==> config.mk <==
export PLATFORM = sky130hd
export DESIGN_NAME = bfs_level_sequencer_flat
export DESIGN_NICKNAME = d
export VERILOG_FILES = /design/src/rtl/bfs_level_sequencer_pkg.sv /design/src/rtl/bfs_level_sequencer_if.sv /design/src/rtl/bfs_level_sequencer.sv /design/src/flat_wrapper.sv
export SDC_FILE = /design/constraint.sdc
export NUM_CORES = 2
export LEC_CHECK = 0
export ABC_AREA = 1
export BUFFER_PORTS_ARGS = -buffer_cell sky130_fd_sc_hd__buf_2
export CORE_AREA = 4 4 457 459
export CTS_BUF_LIST = sky130_fd_sc_hd__clkbuf_8
export DETAILED_ROUTE_END_ITERATION = 12
export DIE_AREA = 0 0 461 463
export PLACE_DENSITY = 0.42
export SKIP_CTS_REPAIR_TIMING = 1
export SLEW_MARGIN = 20
export SYNTH_ARGS = -nofsm -noshare
export SYNTH_HDL_FRONTEND = slang
export SYNTH_SLANG_ARGS = --single-unit
==> constraint.sdc <==
create_clock -name clk -period 6.7 [get_ports clk]
set_input_delay 0.335 -clock clk [delete_from_list [all_inputs] [get_ports clk]]
set_output_delay 0.335 -clock clk [all_outputs]
set_load 0.02 [all_outputs]
==> src/rtl/bfs_level_sequencer_pkg.sv <==
// Shared encodings for the BFS level sequencer: pipeline control codes, FSM states,
// and the default pipeline latency.
package bfs_level_sequencer_pkg;

  localparam logic [1:0] CTRL_IDLE    = 2'd0;
  localparam logic [1:0] CTRL_LOAD    = 2'd1;
  localparam logic [1:0] CTRL_SCATTER = 2'd2;

  localparam int PIPE_LAT_DEFAULT = 3;

  typedef enum logic [2:0] {
    ST_IDLE,
    ST_LD_INIT,
    ST_LOAD,
    ST_SCATTER,
    ST_DRAIN,
    ST_LEVEL_END,
    ST_FINISH
  } state_t;

endpackage

==> src/rtl/bfs_level_sequencer_if.sv <==
// Stream and pipeline-side signals of one BFS lane. The master modport is the
// sequencer; the slave modport is the AFU source plus the bfs_pipeline.
interface bfs_level_sequencer_if #(
  parameter int LEVEL_W = 8
);
  logic [511:0]       in_word;
  logic               in_valid;
  logic               in_ready;
  logic               pipe_rst;
  logic [511:0]       word_in;
  logic               word_in_valid;
  logic [1:0]         control;
  logic [LEVEL_W-1:0] current_level;
  logic               last_input_in;
  logic               valid_out;
  logic               last_input_out;

  modport master (
    input  in_word, in_valid, valid_out, last_input_out,
    output in_ready, pipe_rst, word_in, word_in_valid, control, current_level, last_input_in
  );

  modport slave (
    output in_word, in_valid, valid_out, last_input_out,
    input  in_ready, pipe_rst, word_in, word_in_valid, control, current_level, last_input_in
  );
endinterface

==> src/rtl/bfs_level_sequencer.sv <==
// Per-level phase controller for a bfs_pipeline lane: reset, load, scatter, drain,
// then decide on the next level. All outputs are registered.
module bfs_level_sequencer
  import bfs_level_sequencer_pkg::*;
#(
  parameter int PIPE_LAT = PIPE_LAT_DEFAULT,
  parameter int LEVEL_W  = 8,
  parameter int CNT_W    = 32
) (
  input  logic               clk,
  input  logic               rst,
  input  logic               start,
  input  logic [CNT_W-1:0]   num_load_words,
  input  logic [CNT_W-1:0]   num_edge_words,
  input  logic [LEVEL_W-1:0] max_level,
  bfs_level_sequencer_if.master io,
  output logic               busy,
  output logic               level_done,
  output logic [CNT_W-1:0]   level_updates,
  output logic [CNT_W-1:0]   total_updates,
  output logic               done
);

  localparam logic [CNT_W-1:0]   CNT_ONE = CNT_W'(1);
  localparam logic [LEVEL_W-1:0] LVL_ONE = LEVEL_W'(1);
  // Fallback exit so a lost last_input_out cannot hang the lane; normally unreached.
  localparam logic [CNT_W-1:0]   DRAIN_GUARD = CNT_W'(4 * (PIPE_LAT + 1));

  state_t             state_q, state_d;
  logic [CNT_W-1:0]   n_load_q, n_load_d, n_edge_q, n_edge_d;
  logic [CNT_W-1:0]   word_cnt_q, word_cnt_d;
  logic [CNT_W-1:0]   level_upd_q, level_upd_d, total_upd_q, total_upd_d;
  logic [LEVEL_W-1:0] max_lvl_q, max_lvl_d, level_q, level_d;
  logic [511:0]       word_q, word_d;
  logic [1:0]         ctrl_q, ctrl_d;
  logic               word_vld_q, word_vld_d, last_in_q, last_in_d;
  logic               in_rdy_q, in_rdy_d, pipe_rst_q, pipe_rst_d;
  logic               busy_q, busy_d, level_done_q, level_done_d, done_q, done_d;
  logic               xfer, count_en;

  assign xfer     = io.in_valid & in_rdy_q;
  assign count_en = io.valid_out & ((state_q == ST_SCATTER) | (state_q == ST_DRAIN));

  always_comb begin
    state_d     = state_q;
    n_load_d    = n_load_q;
    n_edge_d    = n_edge_q;
    max_lvl_d   = max_lvl_q;
    level_d     = level_q;
    word_cnt_d  = word_cnt_q;
    level_upd_d = level_upd_q;
    total_upd_d = total_upd_q;
    word_d      = word_q;
    ctrl_d      = ctrl_q;
    word_vld_d  = 1'b0;
    last_in_d   = 1'b0;

    if (count_en) begin
      if (level_upd_q != '1) level_upd_d = level_upd_q + CNT_ONE;
      if (total_upd_q != '1) total_upd_d = total_upd_q + CNT_ONE;
    end

    case (state_q)
      ST_IDLE: begin
        if (start) begin
          n_load_d    = num_load_words;
          n_edge_d    = num_edge_words;
          max_lvl_d   = max_level;
          level_d     = '0;
          total_upd_d = '0;
          state_d     = ST_LD_INIT;
        end
      end
      ST_LD_INIT: begin
        word_cnt_d  = '0;
        level_upd_d = '0;
        state_d     = ST_LOAD;
      end
      ST_LOAD: begin
        if (n_load_q == '0) begin
          state_d = ST_SCATTER;
        end else if (xfer) begin
          word_d     = io.in_word;
          word_vld_d = 1'b1;
          ctrl_d     = CTRL_LOAD;
          word_cnt_d = word_cnt_q + CNT_ONE;
          if (word_cnt_q + CNT_ONE == n_load_q) begin
            last_in_d  = 1'b1;
            word_cnt_d = '0;
            state_d    = ST_SCATTER;
          end
        end
      end
      ST_SCATTER: begin
        if (n_edge_q == '0) begin
          state_d = ST_LEVEL_END;
        end else if (xfer) begin
          word_d     = io.in_word;
          word_vld_d = 1'b1;
          ctrl_d     = CTRL_SCATTER;
          word_cnt_d = word_cnt_q + CNT_ONE;
          if (word_cnt_q + CNT_ONE == n_edge_q) begin
            last_in_d  = 1'b1;
            word_cnt_d = '0;
            state_d    = ST_DRAIN;
          end
        end
      end
      ST_DRAIN: begin
        word_cnt_d = word_cnt_q + CNT_ONE;
        if (io.last_input_out || (word_cnt_q == DRAIN_GUARD)) state_d = ST_LEVEL_END;
      end
      ST_LEVEL_END: begin
        if ((level_upd_q == '0) || (level_q == max_lvl_q)) begin
          state_d = ST_FINISH;
        end else begin
          level_d = level_q + LVL_ONE;
          state_d = ST_LD_INIT;
        end
      end
      ST_FINISH: state_d = ST_IDLE;
      default:   state_d = ST_IDLE;
    endcase

    // Registered outputs are decoded from the next state so they line up with it.
    in_rdy_d     = ((state_d == ST_LOAD) && (n_load_d != '0)) ||
                   ((state_d == ST_SCATTER) && (n_edge_d != '0));
    pipe_rst_d   = (state_d == ST_LD_INIT);
    busy_d       = (state_d != ST_IDLE);
    level_done_d = (state_d == ST_LEVEL_END);
    done_d       = (state_d == ST_FINISH);
    if ((state_d == ST_IDLE) || (state_d == ST_LD_INIT)) ctrl_d = CTRL_IDLE;
  end

  always_ff @(posedge clk) begin
    if (rst) begin
      state_q      <= ST_IDLE;
      n_load_q     <= '0;
      n_edge_q     <= '0;
      max_lvl_q    <= '0;
      level_q      <= '0;
      word_cnt_q   <= '0;
      level_upd_q  <= '0;
      total_upd_q  <= '0;
      word_q       <= '0;
      ctrl_q       <= CTRL_IDLE;
      word_vld_q   <= 1'b0;
      last_in_q    <= 1'b0;
      in_rdy_q     <= 1'b0;
      pipe_rst_q   <= 1'b0;
      busy_q       <= 1'b0;
      level_done_q <= 1'b0;
      done_q       <= 1'b0;
    end else begin
      state_q      <= state_d;
      n_load_q     <= n_load_d;
      n_edge_q     <= n_edge_d;
      max_lvl_q    <= max_lvl_d;
      level_q      <= level_d;
      word_cnt_q   <= word_cnt_d;
      level_upd_q  <= level_upd_d;
      total_upd_q  <= total_upd_d;
      word_q       <= word_d;
      ctrl_q       <= ctrl_d;
      word_vld_q   <= word_vld_d;
      last_in_q    <= last_in_d;
      in_rdy_q     <= in_rdy_d;
      pipe_rst_q   <= pipe_rst_d;
      busy_q       <= busy_d;
      level_done_q <= level_done_d;
      done_q       <= done_d;
    end
  end

  assign io.in_ready      = in_rdy_q;
  assign io.pipe_rst      = pipe_rst_q;
  assign io.word_in       = word_q;
  assign io.word_in_valid = word_vld_q;
  assign io.control       = ctrl_q;
  assign io.current_level = level_q;
  assign io.last_input_in = last_in_q;
  assign busy             = busy_q;
  assign level_done       = level_done_q;
  assign level_updates    = level_upd_q;
  assign total_updates    = total_upd_q;
  assign done             = done_q;

endmodule

==> src/flat_wrapper.sv <==
// flat-port wrapper written by rule: the top's interface ports become plain ports
module bfs_level_sequencer_flat import bfs_level_sequencer_pkg::*;
#(
  parameter int PIPE_LAT = PIPE_LAT_DEFAULT,
  parameter int LEVEL_W  = 8,
  parameter int CNT_W    = 32
)
  (clk, rst, start, num_load_words, num_edge_words, max_level, busy, level_done, level_updates, total_updates, done, io_in_word, io_in_valid, io_valid_out, io_last_input_out, io_in_ready, io_pipe_rst, io_word_in, io_word_in_valid, io_control, io_current_level, io_last_input_in);
  bfs_level_sequencer_if #(.LEVEL_W(LEVEL_W)) io_i ();
  input  logic clk;
  input  logic rst;
  input  logic start;
  input  logic [CNT_W-1:0] num_load_words;
  input  logic [CNT_W-1:0] num_edge_words;
  input  logic [LEVEL_W-1:0] max_level;
  output logic busy;
  output logic level_done;
  output logic [CNT_W-1:0] level_updates;
  output logic [CNT_W-1:0] total_updates;
  output logic done;
  input wire logic [$bits(io_i.in_word)-1:0] io_in_word;
  input wire logic [$bits(io_i.in_valid)-1:0] io_in_valid;
  input wire logic [$bits(io_i.valid_out)-1:0] io_valid_out;
  input wire logic [$bits(io_i.last_input_out)-1:0] io_last_input_out;
  output wire logic [$bits(io_i.in_ready)-1:0] io_in_ready;
  output wire logic [$bits(io_i.pipe_rst)-1:0] io_pipe_rst;
  output wire logic [$bits(io_i.word_in)-1:0] io_word_in;
  output wire logic [$bits(io_i.word_in_valid)-1:0] io_word_in_valid;
  output wire logic [$bits(io_i.control)-1:0] io_control;
  output wire logic [$bits(io_i.current_level)-1:0] io_current_level;
  output wire logic [$bits(io_i.last_input_in)-1:0] io_last_input_in;
  assign io_i.in_word = io_in_word;
  assign io_i.in_valid = io_in_valid;
  assign io_i.valid_out = io_valid_out;
  assign io_i.last_input_out = io_last_input_out;
  assign io_in_ready = io_i.in_ready;
  assign io_pipe_rst = io_i.pipe_rst;
  assign io_word_in = io_i.word_in;
  assign io_word_in_valid = io_i.word_in_valid;
  assign io_control = io_i.control;
  assign io_current_level = io_i.current_level;
  assign io_last_input_in = io_i.last_input_in;
  bfs_level_sequencer #(.PIPE_LAT(PIPE_LAT), .LEVEL_W(LEVEL_W), .CNT_W(CNT_W)) u_core (.clk(clk), .rst(rst), .start(start), .num_load_words(num_load_words), .num_edge_words(num_edge_words), .max_level(max_level), .io(io_i), .busy(busy), .level_done(level_done), .level_updates(level_updates), .total_updates(total_updates), .done(done));
endmodule
==> impl_metrics.json <==
{
  "nets": 6525,
  "synth_top_area_share_pct": 46.9,
  "core_region_area_um2": 204000,
  "rr_worst_depth": 10,
  "track_usage_pct": 20.3,
  "num_vias": 35881,
  "min_path_cells": 3,
  "power.density_nw_per_um2": 237,
  "wl_per_cell_um": 26.0,
  "cts_buffers": 149,
  "place_ws_ps": 2500,
  "start_util_pct": 14.6,
  "grt_pass1_wl_um": 293000,
  "dieArea_um2": 213000,
  "yosys-top-cells-area": "dfxtp_1, o21ai_0, a21oi_1",
  "cts_root_buffer": "clkbuf_8",
  "hpwl_um": 192000,
  "endpoint_kind": "register",
  "num_rows": 166,
  "maxCapViolations": 0,
  "final_cell_mix": "buf_2, inv_1, dfxtp_1",
  "grtUsageMet2_pct": 33.3,
  "drive_gt1_share_pct": 24.6,
  "grt_max_degree": 174,
  "hold_path.class": "in2reg",
  "synth_area_um2": 29800,
  "cts_htree_levels": 4,
  "first_global_vias": 31858,
  "async_flop_share_pct": 0,
  "pin_count": 1183,
  "syn_to_final_growth_pct": 59.4,
  "hold_ws_ps": 27.0,
  "syn_inst": 4203,
  "top_usage_layer": "met2",
  "ys_seq_area_share_pct": 46.9,
  "cp_data_required_time_ps": 7480,
  "synthFlopType": "dfxtp_1",
  "slew_headroom_pct": 17.7,
  "ys_seq_elements": 700,
  "syn_nets": 4799,
  "ant_nets": 0,
  "setup_ws_ps": 2520,
  "die_x_um": 461,
  "power.leakage_nw": 20.9,
  "arrival_ps": 4970,
  "cp_max_fo": 44,
  "finalCriticalPeriod_ps": 4180,
  "grtUsageMet1_pct": 24.3,
  "start_kind": "register",
  "synth_cell_type_count": 44,
  "hold_start": "io_in_word[32]",
  "rrSetupSlack_ps": 2520,
  "routed_wl_um": 228000,
  "period_share_pct": 62.5,
  "drcViolationCount": 0,
  "reg2reg_from": "u_core.n_edge_q[28]",
  "place_congestion": 1.01,
  "clk_path_buf_depth": 3,
  "gr-total-overflow": 0,
  "syn_avg_cell_area_um2": 7.10,
  "cts_tree": "built",
  "r2r-end": "u_core.io.word_in[451]",
  "synth_top_cell_by_area": "dfxtp_1",
  "use_met3_pct": 9.35,
  "synth-edff-count": 0,
  "drv_slew": 0,
  "rsz0062_at_grt": "no",
  "finalSetupViolCount": 0,
  "status": "finished clean",
  "fin_skew_ps": 46.9,
  "die-height_um": 463,
  "drtIter0Drc": 2887,
  "final_common_cell": "buf_2",
  "numPortBuffers": 1182,
  "clock_sinks": 700,
  "hold_viol": 0,
  "tns_ps": 0,
  "antenna_found_initial": 144,
  "clkLatencyLatePin_ps": 880,
  "hold_end": "u_core.io.word_in[32]",
  "tightestPinTransition_ps": 1220,
  "vdd_drop_max_mv": 0.165,
  "dr.pass1.iters": 6,
  "fmax_ghz": 0.239,
  "path_class": "reg2reg",
  "vias_per_cell": 4.09,
  "clk_pin_slew_worst_paths_ps": 60,
  "yosysWarningCount": 0
}
## logic make-up (layout without fill, tap and decap cells)
group | Yosys count | in the layout | share of synthesized area, %
and+or+nand+nor | 1286 | 1286 | 18.9
xor gates and xnor gates | 40 | 40 | 1.17
buffers and inverters | 959 | 2795 | 12.2
muxes | 3 | 3 | 0.101
adders and majority gates | 6 | 6 | 0.252
DFF | 700 | 700 | 46.9
AOI/OAI and AO/OA | 1209 | 1209 | 20.4
other | 0 | 44 | 0
## per-layer routing
metal	share of wire, %	vias to the layer above	routed length [µm]
met5	0.27	-	624
met4	2.3	104	5170
met3	9.4	360	21400
met2	46	1491	106000
met1	42	16841	95200
li1	-	17085	-
## synthesized netlist by cell type, drive strengths merged, types with 23 or more instances
library cell / n
a21oi: 590
buf: 23
clkbuf: 203
dfxtp: 700
inv: 732
nand2: 615
nand3: 234
nand4: 47
nor2: 292
nor3: 43
nor4: 41
o21ai: 608
xor2: 34
## power by group
| group | internal (mW) | switching, mW |
|---|---|---|
| combinational | 0.695 | 1.26 |
| clock | 2.57 | 2.27 |
| sequential | 4.36 | 0.134 |
| total | 7.62 | 3.67 |
## per-stage QoR
step	std cells	instance area [µm²]	utilization [%]	total power, mW
floorplan	4203	29800	-	5.35
global placement	7877	38600	18.9	6.20
detailed placement	7877	38600	18.9	6.20
CTS	8138	41600	20.3	11.2
global route	8749	47500	23.3	11.8
finish	8771	47600	23.3	11.3
## area by class of cell
type / count / area (µm²)
tap: 2688 / 3360
clock buffer: 180 / 2480
antenna: 44 / 110
fill: 23147 / 157000
timing repair buffer: 1801 / 12100
sequential: 700 / 14000
multi-input combinational: 2544 / 12200
inverter: 733 / 2760
clock inverter: 81 / 526
## worst max-delay path by stage
| stage | from | end | slack [ps] |
|---|---|---|---|
| 6_report | u_core.n_edge_q[28] | u_core.io.word_in[451] | 2520 |
| 3_5_place_dp | u_core.n_edge_q[28] | u_core.io.word_in[451] | 2500 |
| 5_1_grt | u_core.n_edge_q[28] | u_core.io.word_in[451] | 2360 |
| 4_1_cts | u_core.n_edge_q[28] | u_core.io.word_in[451] | 2480 |
| 3_3_place_gp | u_core.n_edge_q[28] | u_core.io.word_in[451] | 2490 |
| 2_1_floorplan | u_core.word_cnt_q[0] | u_core.word_cnt_q[4] | 4260 |
## worst max-delay path, stage by stage, from the launching register on
cell	delay, ps
dfxtp_1	320
nor4_1	670
nand4_1	190
nor2_1	370
nand2_1	150
nand4_1	650
buf_4	430
buf_4	450
o21ai_0	420
buf_4	290
a21oi_1	110
## sequential cells by signal (all words and copies together), names as in the netlist
signal,flops
u_core.word_cnt_q,32
u_core.state_q,3
u_core.total_updates,32
u_core.n_load_q,32
u_core.io.word_in_valid,1
u_core.busy,1
u_core.level_done,1
u_core.io.pipe_rst,1
u_core.level_updates,32
u_core.done,1
u_core.max_lvl_q,8
u_core.n_edge_q,32
u_core.io.control,2
u_core.io.in_ready,1
u_core.io.current_level,8
u_core.io.last_input_in,1
u_core.io.word_in,512
Power figures use the tool's default switching activity.
